--- src/rtl/dmem_arbiter.sv ---
// Two-port (cpu/dma) arbiter in front of the single-port 128-word data SRAM.
// Default: CPU priority with a DMA starvation guard; define DMEM_ARB_RR_EN for round-robin.
module dmem_arbiter #(
  parameter int ADDR_W     = 7,
  parameter int DATA_W     = 32,
  parameter int STARVE_MAX = 4
) (
  input  logic              clk,
  input  logic              rst_n,
  input  logic              cpu_req,
  input  logic              cpu_we,
  input  logic [ADDR_W-1:0] cpu_addr,
  input  logic [DATA_W-1:0] cpu_wdata,
  output logic              cpu_gnt,
  output logic              cpu_rvalid,
  output logic [DATA_W-1:0] cpu_rdata,
  input  logic              dma_req,
  input  logic              dma_we,
  input  logic [ADDR_W-1:0] dma_addr,
  input  logic [DATA_W-1:0] dma_wdata,
  output logic              dma_gnt,
  output logic              dma_rvalid,
  output logic [DATA_W-1:0] dma_rdata,
  output logic              CEN,
  output logic              WEN,
  output logic              OEN,
  output logic [ADDR_W-1:0] A,
  output logic [DATA_W-1:0] Data2Mem,
  input  logic [DATA_W-1:0] ReadDataMem
);

  logic              acc_p0;
  logic              we_p0;
  logic              own_p0;
  logic [ADDR_W-1:0] addr_p0;
  logic [DATA_W-1:0] wdata_p0;

  logic              vld_p1;
  logic              own_p1;
  logic              vld_p2;
  logic              own_p2;

`ifdef DMEM_ARB_RR_EN
  // last_owner: 0 = cpu, 1 = dma; on contention the other port wins
  logic last_owner;

  always_comb begin
    cpu_gnt = cpu_req && (!dma_req || last_owner);
    dma_gnt = dma_req && (!cpu_req || !last_owner);
  end

  always_ff @(posedge clk or negedge rst_n) begin
    if (!rst_n) begin
      last_owner <= 1'b0;
    end else if (cpu_gnt) begin
      last_owner <= 1'b0;
    end else if (dma_gnt) begin
      last_owner <= 1'b1;
    end
  end
`else
  localparam int CNT_W = $clog2(STARVE_MAX + 1);

  logic [CNT_W-1:0] starve_cnt;
  logic             prio_dma;

  always_comb begin
    prio_dma = (starve_cnt == CNT_W'(STARVE_MAX));
    cpu_gnt  = cpu_req && !(dma_req && prio_dma);
    dma_gnt  = dma_req && (!cpu_req || prio_dma);
  end

  // Counts denied DMA cycles; saturates so the guard stays armed until DMA wins
  always_ff @(posedge clk or negedge rst_n) begin
    if (!rst_n) begin
      starve_cnt <= '0;
    end else if (dma_gnt) begin
      starve_cnt <= '0;
    end else if (dma_req && !prio_dma) begin
      starve_cnt <= starve_cnt + CNT_W'(1);
    end
  end
`endif

  // Stage p0: select the granted port's command
  always_comb begin
    acc_p0   = cpu_gnt || dma_gnt;
    own_p0   = dma_gnt;
    we_p0    = dma_gnt ? dma_we    : cpu_we;
    addr_p0  = dma_gnt ? dma_addr  : cpu_addr;
    wdata_p0 = dma_gnt ? dma_wdata : cpu_wdata;
  end

  // Stage p1: registered SRAM command; A/Data2Mem hold when idle
  always_ff @(posedge clk or negedge rst_n) begin
    if (!rst_n) begin
      CEN      <= 1'b1;
      WEN      <= 1'b1;
      OEN      <= 1'b1;
      A        <= '0;
      Data2Mem <= '0;
    end else if (acc_p0) begin
      CEN      <= 1'b0;
      WEN      <= ~we_p0;
      OEN      <= we_p0;
      A        <= addr_p0;
      Data2Mem <= wdata_p0;
    end else begin
      CEN      <= 1'b1;
      WEN      <= 1'b1;
      OEN      <= 1'b1;
    end
  end

  always_ff @(posedge clk or negedge rst_n) begin
    if (!rst_n) begin
      vld_p1 <= 1'b0;
      own_p1 <= 1'b0;
    end else begin
      vld_p1 <= acc_p0 && !we_p0;
      own_p1 <= own_p0;
    end
  end

  // Stage p2: tag lines up with ReadDataMem from the SRAM
  always_ff @(posedge clk or negedge rst_n) begin
    if (!rst_n) begin
      vld_p2 <= 1'b0;
      own_p2 <= 1'b0;
    end else begin
      vld_p2 <= vld_p1;
      own_p2 <= own_p1;
    end
  end

  always_comb begin
    cpu_rvalid = vld_p2 && !own_p2;
    dma_rvalid = vld_p2 && own_p2;
    cpu_rdata  = ReadDataMem;
    dma_rdata  = ReadDataMem;
  end

endmodule

--- config.mk ---
export PLATFORM = sky130hd
export DESIGN_NAME = dmem_arbiter
export DESIGN_NICKNAME = d
export VERILOG_FILES = /design/src/rtl/dmem_arbiter.sv
export SDC_FILE = /design/constraint.sdc
export NUM_CORES = 1
export LEC_CHECK = 0
export ABC_AREA = 1
export BUFFER_PORTS_ARGS = -buffer_cell sky130_fd_sc_hd__buf_2
export CORE_MARGIN = 8
export CORE_UTILIZATION = 37
export DETAILED_ROUTE_END_ITERATION = 8
export GPL_ROUTABILITY_DRIVEN = 0
export PLACE_DENSITY_LB_ADDON = 0.15
export SYNTH_ARGS = -nofsm -noshare
export SYNTH_HDL_FRONTEND = slang
export SYNTH_SLANG_ARGS = --single-unit
--- constraint.sdc ---
create_clock -name clk -period 1.3 [get_ports clk]
set_input_delay 0.26 -clock clk [delete_from_list [all_inputs] [get_ports clk]]
set_output_delay 0.26 -clock clk [all_outputs]
set_load 0.02 [all_outputs]
* Yosys cells after proc, flatten, opt, wreduce, memory -nomap -nowiden
Index checks and enable logic that the tools add are counted.
W data, S select, Z words.
** Storage, ports and cells
- Bits of input ports :: 116
- Latch bits :: 0
- Flip-flop bits (word level) :: 49
- Word-level logic and storage cells :: 36
- ROM bits :: 0
- Memory bits (writable) :: 0
- Output and inout bits :: 110
- Memories kept :: 0
** Operators by class
- Shift operators :: 0
- Multiply operators :: 0
- Add/subtract/negate cells :: 1
- Order comparisons :: 0
- Bitwise gates (word level) :: 1
- Equal/unequal tests :: 1
- Divide/modulo/power cells :: 0
- Mux-type cells :: 8
- Reduce and logical (&&, ||, !) cells :: 15
** Operators with widths (number)
- $mux W32 :: 1
- $logic_and A1 B1 Y1 :: 7
- $mux W7 :: 1
- $mux W3 :: 2
- $logic_not A1 Y1 :: 5
- $mux W1 :: 4
- $add A3 B1 Y3 const B :: 1
- $eq A3 B3 Y1 const B :: 1
- $logic_or A1 B1 Y1 :: 2
- $reduce_bool A2 Y1 :: 1
- $not A1 Y1 :: 1

* Depth between registers and ports, before layout
Gate-level depths: netlist of run 1.
- Word-level depth :: 6
- Mapped depth :: 8

* Least setup slack after synthesis of run 1
OpenSTA, ideal clock, no wires.
- Kind :: flip-flop to output port
- Start point :: register starve_cnt[0]
- End point :: output port cpu_gnt
- Slack :: -75 ps
- Stages on the path, launching flop included :: 7
- Arrival :: 1115 ps
- Cells stage by stage :: dfrtp_1 > inv_1 > ha_1 > nand3_4 > nand2_1 > buf_2 > inv_1
** On the way
- Word-level cells in the longest chain between the ends :: 4
** Ends and longest elaborated chain
- start, declared :: line 64 : logic [CNT_W-1:0] starve_cnt;
- start signal, assigned :: line 80 : starve_cnt <= starve_cnt + CNT_W'(1);
- $eq A3 B3 Y1 :: line 68 : prio_dma = (starve_cnt == CNT_W'(STARVE_MAX));
- $logic_and A1 B1 Y1 :: line 69 : cpu_gnt = cpu_req && !(dma_req && prio_dma);
- $logic_not A1 Y1 :: line 69
- $logic_and A1 B1 Y1 :: line 69
- end, declared :: line 14 : output logic cpu_gnt,
Every way passes these cells.

* Worst setup path in the final report of run 1
- Start point :: register starve_cnt[1]
- End point :: output port dma_gnt
** On the way
- Word-level cells in the longest chain between the ends :: 3
** Ends and longest elaborated chain
- $eq A3 B3 Y1 :: line 68
- $logic_or A1 B1 Y1 :: line 70 : dma_gnt = dma_req && (!cpu_req || prio_dma);
- $logic_and A1 B1 Y1 :: line 70
- end, declared :: line 21 : output logic dma_gnt,
Every way passes these cells.

==> results of run 1 <==
==> logic make-up after synthesis <==
logic type,synth area share (%)
AND/OR/NAND/NOR,36.8
buffers and inverters,21.7
adder cells (fa/ha/maj),0.815
flip-flops,40.1
AO/OA/AOI/OAI,0.326
XOR/XNOR,0.285
==> placed cells by master, fill, tap and decap left out <==
master,count
dfstp_2,3
clkbuf_8,6
dfrtp_1,46
nand2_4,3
buf_8,1
nand2_1,194
buf_16,4
nand4_1,2
inv_1,3
buf_6,4
nand3_4,2
ha_1,1
nand3_2,1
dlygate4sd3_1,1
buf_12,12
clkbuf_1,2
nand2_2,8
inv_2,5
o21ai_0,2
nor2_1,2
nand3_1,1
xor2_1,1
ha_4,1
nor2_2,1
buf_2,127
nand3b_1,39
clkbuf_16,2
buf_4,14
==> worst paths after layout <==
check / from / endpoint / slack, ps
setup / recovery: starve_cnt[1] / dma_gnt / -300
hold / removal: cpu_we / OEN / 240
setup reg to reg: starve_cnt[1] / Data2Mem[2] / -250
hold reg to reg: vld_p1 / vld_p2 / 350
max in group asynchronous: rst_n / CEN / 540
min in group asynchronous: rst_n / Data2Mem[1] / 480
==> area by class of cell <==
cell class / count / area (um2)
repair buffers: 165 / 1210
flip-flops and latches: 49 / 1230
clock buffers: 8 / 90.1
inverters: 8 / 30.0
well taps: 105 / 131
multi-input cells: 258 / 1240
fillers: 832 / 4200
==> where the power goes <==
group	switching [mW]	internal [mW]	total, mW
Sequential	0.0987	1.71	1.81
Combinational	0.722	0.598	1.32
Clock	0.471	0.435	0.906
==> layer usage <==
| metal | track usage, % | wire [um] | part of all wire [%] |
|---|---|---|---|
| met4 | 5.63 | 170 | 1.9 |
| met2 | 25.2 | 4010 | 46 |
| met1 | 17.3 | 3580 | 41 |
| met5 | 0 | 0 | 0 |
| met3 | 5.64 | 981 | 11 |
==> worst min-delay path: stages <==
cell and delay [ps]:
buf_2 120, nand3_4 80, nand3_2 60
==> metrics by stage <==
step | instance area [um2] | utilization (%) | worst slack, ps | TNS [ps] | power [mW]
4_1_cts | 3780 | 46.4 | -327 | -5080 | 4.02
3_5_place_dp | 3450 | 42.5 | -122 | -2970 | 2.96
6_report | 3930 | 48.3 | -301 | -6340 | 4.03
5_1_grt | 3930 | 48.3 | -368 | -9610 | 4.31
2_1_floorplan | 3070 | - | -4.89 | -4.89 | 2.75
3_3_place_gp | 3450 | 42.5 | -97.5 | -2020 | 2.95
==> timing repair <==
item	CTS	global route
hold buffers	1	0
setup endpoints to repair	41	45
resized for setup	22	20
endpoints found under the hold margin	46	0
setup buffers	4	7
cloned	4	2
pin swaps	9	17
==> summary.md, run 1 <==
| Metric | Value |
|---|---|
| Outcome | complete, but fails checks |
| Failing checks | negative setup slack |
| Setup-failing EPs final | 43 |
| Crit-path max cell delay | 410 ps |
| HP Class | primary input to register |
| Global-route wire length before repair | 14,100 um |
| Instance count on the critical path | 6 |
| Placed Instances | 568 |
| Largest delay share family, worst path | flip-flops |
| Most used cell, CP | buf_6 |
| Syn Inst Count | 400 |
| RSZ-0062 raised after global routing | true |
| Post-DP HPWL | 6060 um |
| Initial antenna violation count | 0 |
| Fin Clk Skew | 7.15 ps |
| P_leak | 2.21 nW |
| Nature of the critical path endpoint | output port |
| Antenna diodes | 0 |
| First-pass DRT Iterations | 4 |
| Netlist cell types | 18 |
| Top-count cell post-synth | nand2_1 |
| Cell Area, Synth | 0.00307 mm2 |
| Worst path cell trace | inv_2 -> ha_4 -> nand3_4 -> buf_6 -> nand2_4 -> buf_6 |
| Starting Density | 37.7% |
| Drt via density | 4.55 |
| Cts bufs inserted | 5 |
| Post-synthesis sequential area ratio | 40.1% |
| Syn_area_per_cell | 7.67 um2 |
| Final critical-path required period | 1600 ps |
| VDD IR max | 0.000424 V |
| Slowest CP cell | dfrtp_1 |
| Register bit total from synthesis | 49 |
| Top Registers | Data2Mem x32, A x7, starve_cnt x3 |
| Fin crit share | 123% |
| CP max FO | 3 |
| Area Overhead vs Synth | 28.0% |
| Post-synth top cells | 203 x nand2_1, 67 x buf_4, 46 x dfrtp_1 |
| P per Cell Area | 1030 mW/mm2 |
| Vias | 2,698 |
| Ys async rst share | 100% |
| WS Path Type | register to output port |
| CP required | 1040 ps |
| Post-synth EDFFs | 0 |
| Ys flop type | dfrtp_1 |
| GR Util All Layers | 15.1% |
| DRC violation count after routing | 0 |
| Port bufs | 129 |
| Startpoint Class | register |
| Clk pin slew, worst setup/hold paths | 90 ps |
| Skew-Pair Late Insertion Delay | 290 ps |
| WL final | 8740 um |
| Row count | 33 |
| Htree depth | 2 |
| Antenna-violating nets left | 0 |
| Die height | 107 um |
| Die W | 107 um |
| Arrival @ worst endpoint | 1340 ps |
| Hold WS | 236 ps |
| Initial drt markers | 55 |
| Synth top area share | 37.5% |
| Root Driver | clkbuf_8 |
| Hold path depth | 3 |
| CP Buf/Inv Count | 3 |
| Fin worst setup slack | -301 ps |
| Largest buffer count on any clock path | 2 |
| GRT overflow | 0 |
| Fin. Hold Viols | 0 |
| Fin cells | 593 |
| Max Slew Vio Count | 0 |
| CTS tree | built |
| F_max | 625 MHz |
| Core area | 0.00813 mm2 |
| Max Cap Violations | 0 |
| Routed WL per cell | 14.7 um |
| Die area | 0.0115 mm2 |
| R2R depth | 11 |
| Share of layout cells above drive strength 1 | 39.8% |
| Yosys warns | 0 |
| IO Count | 226 |
| Most flop-heavy register | Data2Mem |
| Synth area leader | dfrtp_1 |
| Largest register FFs | 32 |
| Synth Net Count | 518 |
| Tightest Pin Transition | 270 ps |
| Vias in the first global route | 2,886 |
| Max-slew headroom | 82.0% |
| Nets | 605 |
| Pin count of the biggest net entering global routing | 50 |
| Clock sink total | 49 |
| Leading post-synthesis cells by cell area | dfrtp_1 38%, nand2_1 25%, buf_4 16% |
No activity file was read; power rests on OpenSTA's default activity.
==> inputs of run 2 (changes only) <==
--- a/config.mk
+++ b/config.mk
@@ -11,7 +11,7 @@
 export CORE_UTILIZATION = 37
 export DETAILED_ROUTE_END_ITERATION = 8
 export GPL_ROUTABILITY_DRIVEN = 0
-export PLACE_DENSITY_LB_ADDON = 0.15
+export PLACE_DENSITY_LB_ADDON = 0.3
 export SYNTH_ARGS = -nofsm -noshare
 export SYNTH_HDL_FRONTEND = slang
 export SYNTH_SLANG_ARGS = --single-unit
==> run 2 against run 1 <==
The flow still finishes with violations (negative setup slack). Fmax down 1.7%. Non-clock buffer count down 2. Sequential power about the same. Combinational power down 3%. Clock-buffer cell count unchanged. Sequential share of layout area up 0.38 points. Final area down 1.2%. Via count down 0.15%. Wire length up 3.8%.
==> summary.md, run 2 (synthesized netlist as in run 1, its figures left out) <==
| Metric | Value |
|---|---|
| VDD IR max | 0.000382 V |
| Crit-path max cell delay | 400 ps |
| Share of layout cells above drive strength 1 | 40.1% |
| Root Driver | clkbuf_8 |
| Arrival @ worst endpoint | 1370 ps |
| Fin worst setup slack | -328 ps |
| DRC violation count after routing | 0 |
| Die height | 107 um |
| GR Util All Layers | 15.4% |
| Port bufs | 129 |
| CTS tree | built |
| Most frequent cells in the layout | 190 x nand2_1, 127 x buf_2, 46 x dfrtp_1, 39 x nand3b_1, 13 x buf_4 |
| Row count | 33 |
| Largest delay share family, worst path | flip-flops |
| Fin Clk Skew | 9.87 ps |
| CP startpoint | starve_cnt[0] |
| First-pass DRT Iterations | 4 |
| Clk pin slew, worst setup/hold paths | 90 ps |
| Worst path cell trace | inv_2 -> ha_4 -> nand3_4 -> nand2_4 -> buf_6 -> inv_2 -> buf_6 |
| Top Registers | Data2Mem x32, A x7, starve_cnt x3 |
| Global-route wire length before repair | 14,200 um |
| RR Startpoint | starve_cnt[0] |
| Routed WL per cell | 15.3 um |
| Cts bufs inserted | 5 |
| GRT overflow | 0 |
| GR peak layer | met2 |
| WS Path Type | register to output port |
| Setup-failing EPs final | 42 |
| Initial antenna violation count | 0 |
| Vias in the first global route | 2,913 |
| Htree depth | 2 |
| Fin. Hold Viols | 0 |
| Nature of the critical path endpoint | output port |
| F_max | 614 MHz |
| Largest buffer count on any clock path | 2 |
| Outcome | complete, but fails checks |
| Failing checks | negative setup slack |
| Hold WS | 227 ps |
| Clock sink total | 49 |
| P per Cell Area | 1030 mW/mm2 |
| Startpoint Class | register |
| RSZ-0062 raised after global routing | true |
| Max-slew headroom | 81.5% |
| Post-DP HPWL | 6280 um |
| Die area | 0.0115 mm2 |
| Nets | 603 |
| Core area | 0.00813 mm2 |
| CP required | 1040 ps |
| Antenna-violating nets left | 0 |
| Die W | 107 um |
| Initial drt markers | 64 |
| Skew-Pair Late Insertion Delay | 300 ps |
| Pin count of the biggest net entering global routing | 50 |
| P_leak | 2.20 nW |
| Most flop-heavy register | Data2Mem |
| CP max FO | 3 |
| Largest register FFs | 32 |
| Slowest CP cell | dfrtp_1 |
| Starting Density | 37.7% |
| GR Util met1 | 16.7% |
| Vias | 2,694 |
| Max Cap Violations | 0 |
| Met3 Use GR | 4.08% |
| Most common cell after layout, fill and taps aside | nand2_1 |
| CP Buf/Inv Count | 4 |
| Antenna diodes | 0 |
| IO Count | 226 |
| Tot Pwr | 4.01 mW |
| Final critical-path required period | 1630 ps |
| WL final | 9070 um |
| Met2 Use GR | 26.9% |
| Hold Crit Start | cpu_we |
| Fin crit share | 125% |
| HP Class | primary input to register |
| Drt via density | 4.56 |
| Area Overhead vs Synth | 26.5% |
| Tightest Pin Transition | 278 ps |
| Max Slew Vio Count | 0 |
[run 2: changes by cell type in the layout (fill, tap and decap cells not counted), moves of 2 or more]
| cell | before | now |
|---|---|---|
| nand2_1 | 194 | 190 |
| nand2_2 | 8 | 11 |
| buf_6 | 4 | 6 |
| clkbuf_16 | 2 | 0 |
[run 2: timing repair]
action / in CTS / in global routing
cloned: 5 / 0
hold buffers: 1 / 0
resized for setup: 26 / 17
endpoints found under the setup margin: 41 / 44
endpoints found under the hold margin: 46 / 0
buffers inserted: 11 / 3
pin swaps: 6 / 11
[run 2: metal layers]
metal	share of wire [%]	routed length (um)
met4	3.1	281
met2	49	4410
met3	7.8	708
met1	40	3660
met5	0	0
[run 2: where the power goes]
group	switching (mW)	leakage (nW)	internal (mW)	total, mW
sequential	0.0996	0.575	1.71	1.81
combinational	0.720	1.58	0.564	1.28
clock	0.490	0.0455	0.435	0.925
total	1.31	2.20	2.71	4.01
[run 2: worst register-to-register path: stages, from the launching register on]
cell and delay [ps]:
dfrtp_1 400, inv_2 100, ha_4 160, nand3_4 90, nand2_4 80, buf_4 100
buf_6 120, buf_12 120, buf_16 120, nand2_1 50, nand2_1 60, nand2_1 50
[run 2: final timing paths]
| kind | slack, ps | to | cells past startpoint |
|---|---|---|---|
| setup / recovery | -330 | cpu_gnt | 7 |
| hold / removal | 230 | OEN | 3 |
| setup reg to reg | -250 | Data2Mem[19] | 11 |
| hold reg to reg | 360 | own_p2 | 0 |
| max in group asynchronous | 540 | CEN | 3 |
| min in group asynchronous | 480 | Data2Mem[7] | 3 |
[run 2: final cells by class]
cell class / instances / area (um2)
multi-input cells: 258 / 1240
inverters: 8 / 30.0
repair buffers: 163 / 1160
clock buffers: 8 / 90.1
fillers: 807 / 4250
flip-flops and latches: 49 / 1230
well taps: 105 / 131
[run 2: stage by stage]
stage	setup WS [ps]	instances	utilization [%]	TNS (ps)	area, um2
final	-328	591	47.7	-7530	3880
after global routing	-401	591	47.7	-11140	3880
after CTS	-335	592	47.7	-7410	3880
after detailed placement	-207	569	42.4	-5900	3450
after global placement	-131	569	42.4	-3840	3450
after floorplan	-4.89	400	-	-4.89	3070
